[src/rtl/flag_stack_register_if.sv]
// Bus bundle for the flag stack register.
// The master drives ALU flags and stack commands. The slave returns the live
// flag word, the stack view and the sticky error bits.
interface flag_stack_register_if #(
  parameter int WIDTH = 4,
  parameter int DEPTH = 4
);
  localparam int DEPTH_W = $clog2(DEPTH + 1);

  logic [WIDTH-1:0]   flags;
  logic [WIDTH-1:0]   write_mask;
  logic               push;
  logic               pop;
  logic               err_clear;

  logic [WIDTH-1:0]   status;
  logic [WIDTH-1:0]   saved_top;
  logic [DEPTH_W-1:0] depth;
  logic               empty;
  logic               full;
  logic               overflow_err;
  logic               underflow_err;

  modport master (
    output flags, write_mask, push, pop, err_clear,
    input  status, saved_top, depth, empty, full, overflow_err, underflow_err
  );

  modport slave (
    input  flags, write_mask, push, pop, err_clear,
    output status, saved_top, depth, empty, full, overflow_err, underflow_err
  );
endinterface

[src/rtl/flag_stack_register.sv]
// Condition-flag register with a save/restore LIFO for nested exception
// entry and return. The live word takes masked per-bit ALU updates. A push
// saves the live word, a pop restores it, and push+pop swaps it with the top
// entry. Misuse of the stack sets a sticky error bit and never corrupts the
// stack.
module flag_stack_register #(
  parameter int WIDTH = 4,
  parameter int DEPTH = 4
) (
  input  logic                  clk,
  input  logic                  reset,
  flag_stack_register_if.slave  bus
);
  localparam int DEPTH_W = $clog2(DEPTH + 1);

  logic [WIDTH-1:0]   status_q, status_d;
  logic [DEPTH_W-1:0] depth_q, depth_d;
  logic [WIDTH-1:0]   stack_q [DEPTH];
  logic [WIDTH-1:0]   stack_d [DEPTH];
  logic               overflow_q, overflow_d;
  logic               underflow_q, underflow_d;

  logic               is_empty;
  logic               is_full;
  logic [WIDTH-1:0]   masked_status;
  logic [WIDTH-1:0]   top_entry;
  logic               overflow_event;
  logic               underflow_event;

  assign is_empty = (depth_q == '0);
  assign is_full  = (depth_q == DEPTH_W'(DEPTH));

  // Per-bit merge of the ALU flags into the live word under the write mask.
  assign masked_status = (bus.flags & bus.write_mask) | (status_q & ~bus.write_mask);

  // Select the top valid entry. Entries above depth are don't-care, so the
  // view reads zero when the stack is empty.
  always_comb begin
    top_entry = '0;
    for (int i = 0; i < DEPTH; i++) begin
      if (depth_q == DEPTH_W'(i + 1)) begin
        top_entry = stack_q[i];
      end
    end
  end

  // Next-state logic. A successful stack operation takes priority over the
  // masked write. A failed one leaves the stack alone, flags an error, and
  // lets the write through.
  always_comb begin
    status_d        = masked_status;
    depth_d         = depth_q;
    stack_d         = stack_q;
    overflow_event  = 1'b0;
    underflow_event = 1'b0;

    if (bus.push && !bus.pop) begin
      if (is_full) begin
        overflow_event = 1'b1;
      end else begin
        for (int i = 0; i < DEPTH; i++) begin
          if (depth_q == DEPTH_W'(i)) begin
            stack_d[i] = status_q;
          end
        end
        depth_d = depth_q + DEPTH_W'(1);
      end
    end else if (bus.pop && !bus.push) begin
      if (is_empty) begin
        underflow_event = 1'b1;
      end else begin
        status_d = top_entry;
        depth_d  = depth_q - DEPTH_W'(1);
      end
    end else if (bus.pop && bus.push) begin
      if (is_empty) begin
        underflow_event = 1'b1;
      end else begin
        status_d = top_entry;
        for (int i = 0; i < DEPTH; i++) begin
          if (depth_q == DEPTH_W'(i + 1)) begin
            stack_d[i] = status_q;
          end
        end
      end
    end

    overflow_d  = (overflow_q  & ~bus.err_clear) | overflow_event;
    underflow_d = (underflow_q & ~bus.err_clear) | underflow_event;
  end

  // Live word, depth and sticky errors, all cleared by reset.
  always_ff @(posedge clk) begin
    if (reset) begin
      status_q    <= '0;
      depth_q     <= '0;
      overflow_q  <= 1'b0;
      underflow_q <= 1'b0;
    end else begin
      status_q    <= status_d;
      depth_q     <= depth_d;
      overflow_q  <= overflow_d;
      underflow_q <= underflow_d;
    end
  end

  // Stack storage. It needs no reset because depth alone decides validity.
  always_ff @(posedge clk) begin
    stack_q <= stack_d;
  end

  assign bus.status        = status_q;
  assign bus.saved_top     = top_entry;
  assign bus.depth         = depth_q;
  assign bus.empty         = is_empty;
  assign bus.full          = is_full;
  assign bus.overflow_err  = overflow_q;
  assign bus.underflow_err = underflow_q;
endmodule

[src/flat_wrapper.sv]
// flat-port wrapper written by rule: the top's interface ports become plain ports
module flag_stack_register_flat 
#(
  parameter int WIDTH = 4,
  parameter int DEPTH = 4
)
  (clk, reset, bus_flags, bus_write_mask, bus_push, bus_pop, bus_err_clear, bus_status, bus_saved_top, bus_depth, bus_empty, bus_full, bus_overflow_err, bus_underflow_err);
  flag_stack_register_if #(.WIDTH(WIDTH), .DEPTH(DEPTH)) bus_i ();
  input  logic clk;
  input  logic reset;
  input wire logic [$bits(bus_i.flags)-1:0] bus_flags;
  input wire logic [$bits(bus_i.write_mask)-1:0] bus_write_mask;
  input wire logic [$bits(bus_i.push)-1:0] bus_push;
  input wire logic [$bits(bus_i.pop)-1:0] bus_pop;
  input wire logic [$bits(bus_i.err_clear)-1:0] bus_err_clear;
  output wire logic [$bits(bus_i.status)-1:0] bus_status;
  output wire logic [$bits(bus_i.saved_top)-1:0] bus_saved_top;
  output wire logic [$bits(bus_i.depth)-1:0] bus_depth;
  output wire logic [$bits(bus_i.empty)-1:0] bus_empty;
  output wire logic [$bits(bus_i.full)-1:0] bus_full;
  output wire logic [$bits(bus_i.overflow_err)-1:0] bus_overflow_err;
  output wire logic [$bits(bus_i.underflow_err)-1:0] bus_underflow_err;
  assign bus_i.flags = bus_flags;
  assign bus_i.write_mask = bus_write_mask;
  assign bus_i.push = bus_push;
  assign bus_i.pop = bus_pop;
  assign bus_i.err_clear = bus_err_clear;
  assign bus_status = bus_i.status;
  assign bus_saved_top = bus_i.saved_top;
  assign bus_depth = bus_i.depth;
  assign bus_empty = bus_i.empty;
  assign bus_full = bus_i.full;
  assign bus_overflow_err = bus_i.overflow_err;
  assign bus_underflow_err = bus_i.underflow_err;
  flag_stack_register #(.WIDTH(WIDTH), .DEPTH(DEPTH)) u_core (.clk(clk), .reset(reset), .bus(bus_i));
endmodule
[config.mk]
export PLATFORM = sky130hd
export DESIGN_NAME = flag_stack_register_flat
export DESIGN_NICKNAME = d
export VERILOG_FILES = /design/src/rtl/flag_stack_register_if.sv /design/src/rtl/flag_stack_register.sv /design/src/flat_wrapper.sv
export SDC_FILE = /design/constraint.sdc
export NUM_CORES = 1
export LEC_CHECK = 0
export CAP_MARGIN = 20
export CORE_ASPECT_RATIO = 2
export CORE_MARGIN = 3
export CORE_UTILIZATION = 46
export CTS_CLUSTER_SIZE = 10
export DETAILED_ROUTE_END_ITERATION = 16
export PLACE_DENSITY_LB_ADDON = 0.1
export SETUP_SLACK_MARGIN = 0.1
export SLEW_MARGIN = 40
export SYNTH_ARGS = -nofsm -noshare
export SYNTH_HDL_FRONTEND = slang
export SYNTH_SLANG_ARGS = --single-unit
[constraint.sdc]
create_clock -name clk -period 2.05 [get_ports clk]
set_input_delay 0.41 -clock clk [delete_from_list [all_inputs] [get_ports clk]]
set_output_delay 0.41 -clock clk [all_outputs]
set_load 0.02 [all_outputs]
==> results of run 1 <==
final cells by class:
class / instances / area (um2) / area share (%)
Clock buffer: 4 / 45.0 / 2.36
Inverter: 11 / 41.3 / 2.16
Timing Repair Buffer: 53 / 472 / 24.7
Sequential cell: 25 / 669 / 35.0
Multi-Input combinational cell: 73 / 648 / 33.9
Tap cell: 29 / 36.3 / 1.90
timing repair:
| action | CTS | global route |
|---|---|---|
| pin swaps | 7 | 8 |
| endpoints found under the setup margin | 10 | 12 |
| resized for setup | 50 | 7 |
| buffers inserted | 14 | 4 |
per-layer routing:
| layer | vias up | global-route usage [%] |
|---|---|---|
| met5 | - | 0 |
| met1 | 488 | 19.8 |
| met4 | 0 | 10.6 |
| li1 | 510 | - |
| met2 | 34 | 38.6 |
| met3 | 6 | 2.41 |
power breakdown:
part	total (mW)	internal [mW]	switching, mW
Clock	0.284	0.139	0.146
Combinational	0.852	0.447	0.405
Sequential	0.664	0.612	0.0519
Total	1.80	1.20	0.602
sequential cells by signal (all words and copies together), names as in the netlist:
name                      cells
u_core.stack_q               16
u_core.bus.status             4
u_core.bus.depth              3
u_core.bus.overflow_err       1
u_core.bus.underflow_err      1
cell usage after synthesis:
cell type and n:
a211oi_2 8, and2_1 1, nand3b_1 3, a21oi_1 14, nor2b_1 13, inv_1 8
a22oi_1 1, buf_6 2, ha_1 6, xnor2_1 2, edfxtp_1 16, clkinv_1 3
nor2b_4 1, nor2_1 7, a222oi_1 4, nand3b_4 1, nand2b_1 4, clkbuf_1 1
dfxtp_1 9, buf_2 3, nand2_1 2, or2b_1 1, a21o_1 1, nor3b_1 1
buf_4 1, o22ai_4 1, mux2i_1 2
cells by family (layout without fill, tap and decap cells):
group           count (synthesis)  count (layout)  synth area share [%]
xor+xnor                        2               2                  1.32
simple gates                   34              34                  16.4
buf+inv                        18              68                  6.79
fa+ha+maj                       6               6                  5.66
compound gates                 29              29                  18.5
mux                             2               2                  1.51
flops                          25              25                  49.8
through the flow:
step,cell area [um2],std cells,setup slack [ns]
2_1_floorplan,1330,116,0.142
3_3_place_gp,1730,184,-0.403
3_5_place_dp,1730,184,-0.426
4_1_cts,1940,200,-0.185
5_1_grt,1910,195,-0.265
6_report,1910,195,-0.243
worst reg2reg max path, cell delays in order, from the launching register on:
cell      delay (ns)
dfxtp_4         0.38
ha_4            0.14
ha_4            0.13
or2b_4          0.28
a222oi_1        0.38
a21oi_1         0.13
buf_4           0.16
buf_6           0.10
a211oi_2        0.15
worst paths after layout:
| check | end | slack [ns] | depth (start not counted) |
|---|---|---|---|
| setup / recovery | bus_saved_top[2] | -0.24 | 7 |
| hold / removal | u_core.stack_q[3]$_DFFE_PP_ | 0.57 | 0 |
| setup reg to reg | u_core.bus.status[2]$_SDFF_PP0_ | 0.13 | 8 |
| hold reg to reg | u_core.stack_q[3]$_DFFE_PP_ | 0.57 | 0 |
==> out/results.ini, run 1 <==
[run_status]
outcome=complete, but fails checks
violations=setup timing

[layout]
final_common_cell=buf_4
area_growth_pct=44.2
mostFrequentLayoutCells=buf_4, clkdlybuf4s50_1, edfxtp_1, a21oi_1, nor2b_1
final_core_util_pct=69.0
n_fill_cell=216
nets=186
n_antenna_cell=0
drive_gt1_share_pct=38.0

[logic_synthesis]
synth_area_leaders=edfxtp_1, dfxtp_1, a211oi_2, nor2b_1, ha_1
synthCells=116
avgSynthCellArea_um2=11.4
yosysTopAreaCell=edfxtp_1
yosys_warnings=0
synth_top_cell_area_share_pct=36.2
synth_fp_nets=135
ys_seq_elements=25
syn_area_um2=1330
ys_seq_area_share_pct=49.8
synthDistinctLibCells=27

[sta]
relSlewSlack_pct=68.9
finalHoldViolations=0
rsz0062_at_grt=true
period_share_pct=112
max_freq_mhz=436
final.setup_skew_ns=0.0102
tightest_slew_ns=0.465
worst_hold_slack_ns=0.567
finalSetupViolations=4
tns_ns=-0.560
slew_viol_final=0
post-route-min-period_ns=2.29
fin_ws_ns=-0.243

[floorplanning]
die_x_um=44.0
io_pins=28
die_h_um=81.9
start_util_pct=47.9
core-area_um2=2770
placementRows=27
dieArea_um2=3600

[power]
vdd_drop_max_mv=0.495
powerDensity_nw_per_um2=942
p_total_mw=1.80
leakagePower_nw=0.747

[worst_setup_path]
endpoint_kind=primary output
worstPathMaxFanout=4
crit_start=u_core.bus.depth[1]$_SDFFE_PP0P_
crit_chain=ha_4 -> ha_4 -> or2b_4 -> a222oi_1 -> a21oi_1 -> inv_2 -> buf_6
regToRegStartpoint=u_core.bus.depth[1]$_SDFFE_PP0P_
required_ns=1.64
cpMaxStageDelayCell=dfxtp_4
cpPeakStageDelay_ns=0.38
start_kind=register
crit_top_cell=ha_4
crit_buf_inv=2
crit_type=reg -> out
arrival_ns=1.88
path_delay_family=compound AO/OA/AOI/OAI gates

[global_route]
grt_pass1_wl_um=5200
grt_max_degree=14
track_usage_pct=20.1
antenna_found_initial=0
grt_pass1_vias=1136
grt_remaining_overflow=0

[placed_design]
place_congestion=0.818
port_buffers=27
place.detailed.hpwl_um=2340

[route]
drtIter0Drc=44
dr_total_vias=1038
dr.pass1.iters=4
via_per_inst=5.32
met1_length_um=1130
antenna_left=0
top_layer=met4
postRouteWirelength_um=3250
wl_per_cell_um=16.7
drc=0
wl_met2_um=1930
met3_length_um=114

[clock_network]
cts_buffers=3
path_clk_slew_ns=0.09
cts_tree=done
cts_hold_buf=0
cts-htree-levels=1
clockBufferDepth=2
clock-sinks=25
root_buffer=clkbuf_8
insertion_delay_ns=0.26

[worst_hold_path]
min_path_type=reg -> reg
holdCritStartpoint=u_core.bus.status[3]$_SDFF_PP0_

[flow_run]
cap_violations=0

Power figures use the tool's default switching activity.
==> run 2: changes to the inputs <==
--- a/constraint.sdc
+++ b/constraint.sdc
@@ -3,2 +3,2 @@
 set_output_delay 0.41 -clock clk [all_outputs]
-set_load 0.02 [all_outputs]
+set_load 0.05 [all_outputs]
==> run 2 against run 1 <==
Against the previous run: first-iteration DRC count shrank 48%; sequential power is essentially flat; the flow still finishes with violations (setup timing); via count shrank 5.5%; global-route usage shrank 2.0 points; die area is the same.
==> out/results.ini, run 2 (synthesis gave the netlist of run 1 again) <==
[run_status]
outcome=complete, but fails checks
violations=setup timing

[worst_setup_path]
start_kind=register
crit_buf_inv=2  ; unchanged
cpMaxStageDelayCell=dfxtp_4
r2r-end=u_core.stack_q[2]$_DFFE_PP_
crit_chain=ha_4 -> ha_4 -> or2b_1 -> a222oi_1 -> a21oi_1 -> inv_2 -> buf_12
regToRegStartpoint=u_core.bus.depth[0]$_SDFFE_PP0P_
crit_type=reg -> out
rr_worst_depth=6  ; -2
crit_top_cell=ha_4
arrival_ns=1.91  ; +0.03 ns
crit_cells=7  ; unchanged
worstPathMaxFanout=5  ; +1
cpPeakStageDelay_ns=0.39  ; about the same
required_ns=1.64  ; about the same
crit_start=u_core.bus.depth[1]$_SDFFE_PP0P_
rrSetupSlack_ns=0.23  ; +0.10 ns
path_delay_family=compound AO/OA/AOI/OAI gates
endpoint_kind=primary output

[worst_hold_path]
holdCritStartpoint=u_core.bus.status[0]$_SDFF_PP0_
min_to=u_core.stack_q[0]$_DFFE_PP_
min_path_type=reg -> reg
whs_path_depth=0  ; unchanged

[route]
dr.pass1.iters=4  ; unchanged
drtIter0Drc=23  ; -48%
via_per_inst=5.45  ; +2.4%
drc=0  ; unchanged
postRouteWirelength_um=2950  ; -9.1%
wl_per_cell_um=16.4  ; -1.5%
antenna_left=0  ; unchanged
dr_total_vias=981  ; -5.5%

[layout]
n_fill_cell=221  ; +2.3%
n_antenna_cell=0  ; unchanged
final_common_cell=clkdlybuf4s50_1
area_growth_pct=38.8
drive_gt1_share_pct=33.1  ; -4.8 points
largest_reg_flops=16  ; unchanged
nets=171  ; -8.1%
largest_register=u_core.stack_q
final_area_um2=1840  ; -3.7%
mostFrequentLayoutCells=clkdlybuf4s50_1, edfxtp_1, a21oi_1, nor2b_1, buf_4

[power]
vdd_drop_max_mv=0.619  ; +25%
leakagePower_nw=0.691  ; -7.5%
p_total_mw=1.93  ; +7.3%
p_seq_share_pct=34.3  ; -2.6 points
p_sw_uw=746  ; +24%
intPower_mw=1.19  ; -1.1%
p_comb_share_pct=51.0  ; +3.7 points
swShare_pct=38.6  ; +5.2 points
powerDensity_nw_per_um2=1050  ; +11%
pwr-share-clk_pct=14.7  ; -1.1 points

[floorplanning]
die_h_um=81.9  ; unchanged
die_x_um=44.0  ; unchanged
core-area_um2=2770  ; unchanged
start_util_pct=47.9  ; unchanged
io_pins=28  ; unchanged
placementRows=27  ; unchanged
dieArea_um2=3600  ; unchanged

[sta]
relSlewSlack_pct=66.5  ; -2.3 points
fin_ws_ns=-0.268  ; -0.0254 ns
finalSetupViolations=4  ; unchanged
final.setup_skew_ns=0.00546  ; -0.00471 ns
period_share_pct=113  ; +1.2 points
max_freq_mhz=431  ; -1.1%
slew_viol_final=0  ; unchanged
tightest_slew_ns=0.500  ; +0.0351 ns
finalHoldViolations=0  ; unchanged
rsz0062_at_grt=true
post-route-min-period_ns=2.32  ; +0.0254 ns

[flow_run]
cap_violations=0  ; unchanged

[clock_network]
cts_hold_buf=0  ; unchanged
insertion_delay_ns=0.26  ; about the same
cts_tree=done
root_buffer=clkbuf_8
cts-htree-levels=1  ; unchanged
path_clk_slew_ns=0.08  ; about the same
clockBufferDepth=2  ; unchanged
cts_buffers=3  ; unchanged
clock-sinks=25  ; unchanged

[placed_design]
post_dp_cell_area_um2=1750  ; +0.87%
place_congestion=0.845  ; +3.3%
place.detailed.hpwl_um=2330  ; -0.47%
port_buffers=27  ; unchanged

[global_route]
track_usage_pct=18.1  ; -2.0 points
antenna_found_initial=0  ; unchanged
grt_remaining_overflow=0  ; unchanged
grt_max_degree=14  ; unchanged
grt_pass1_vias=1050  ; -7.6%
grt_pass1_wl_um=4770  ; -8.2%

## run 2: changes by cell type in the layout (fill, tap and decap cells not counted), sizes merged
cell	change
buf	-13
clkbuf	-1
dlygate4sd2	+3
clkdlybuf4s50	-4
## run 2: worst max path at each step
| stage | end | slack [ns] |
|---|---|---|
| finish | bus_saved_top[2] | -0.27 |
| global route | bus_saved_top[2] | -0.36 |
| CTS | bus_saved_top[2] | -0.26 |
| detailed placement | u_core.stack_q[13]$_DFFE_PP_ | 0.02 |
| global placement | bus_saved_top[2] | 0.06 |
| floorplan | bus_saved_top[0] | 0.10 |
## run 2: stage by stage
stage	TNS (ns)	setup slack, ns	utilization, %	hold slack [ns]	cells
after floorplan	0	0.101	-	0.590	116
after global placement	0	0.0571	63.1	0.536	172
after detailed placement	0	0.0174	63.1	0.548	172
after CTS	-0.912	-0.265	65.0	0.570	177
after global routing	-1.34	-0.363	66.4	0.576	180
final	-0.852	-0.268	66.4	0.567	180
## run 2: area by class of cell
| cell class | count | area, um2 | area share [%] |
|---|---|---|---|
| clock buffers | 4 | 45.0 | 2.45 |
| well taps | 29 | 36.3 | 1.97 |
| multi-input cells | 73 | 627 | 34.1 |
| flip-flops and latches | 25 | 672 | 36.5 |
| repair buffers | 38 | 419 | 22.8 |
| inverters | 11 | 41.3 | 2.24 |
## run 2: timing repair
action,4_1_cts,5_1_grt
resized for setup,4,6
endpoints found under the setup margin,7,8
pin swaps,1,1
setup buffers,1,3
## run 2: power by group through the flow
stage          registers (mW)  clock network [mW]  logic (mW)
2_1_floorplan           0.773                   0       0.495
3_3_place_gp            0.674                   0       0.939
6_report                0.663               0.284       0.984
3_5_place_dp            0.677                   0       0.953
4_1_cts                 0.665               0.289       0.959
5_1_grt                 0.672               0.309        1.05
## run 2: layer usage
| metal | GRT usage [%] | wire, um |
|---|---|---|
| met5 | 0 | 0 |
| met4 | 10.6 | 82 |
| met3 | 2.19 | 94 |
| met2 | 33.0 | 1730 |
| met1 | 19.0 | 1050 |
## run 2: worst reg2reg max path, cell delays in order (launching register included)
cell and delay, ns:
dfxtp_4 0.37, inv_2 0.10, ha_2 0.19, and2_1 0.36, buf_4 0.21, a21oi_1 0.07, nor2b_2 0.23
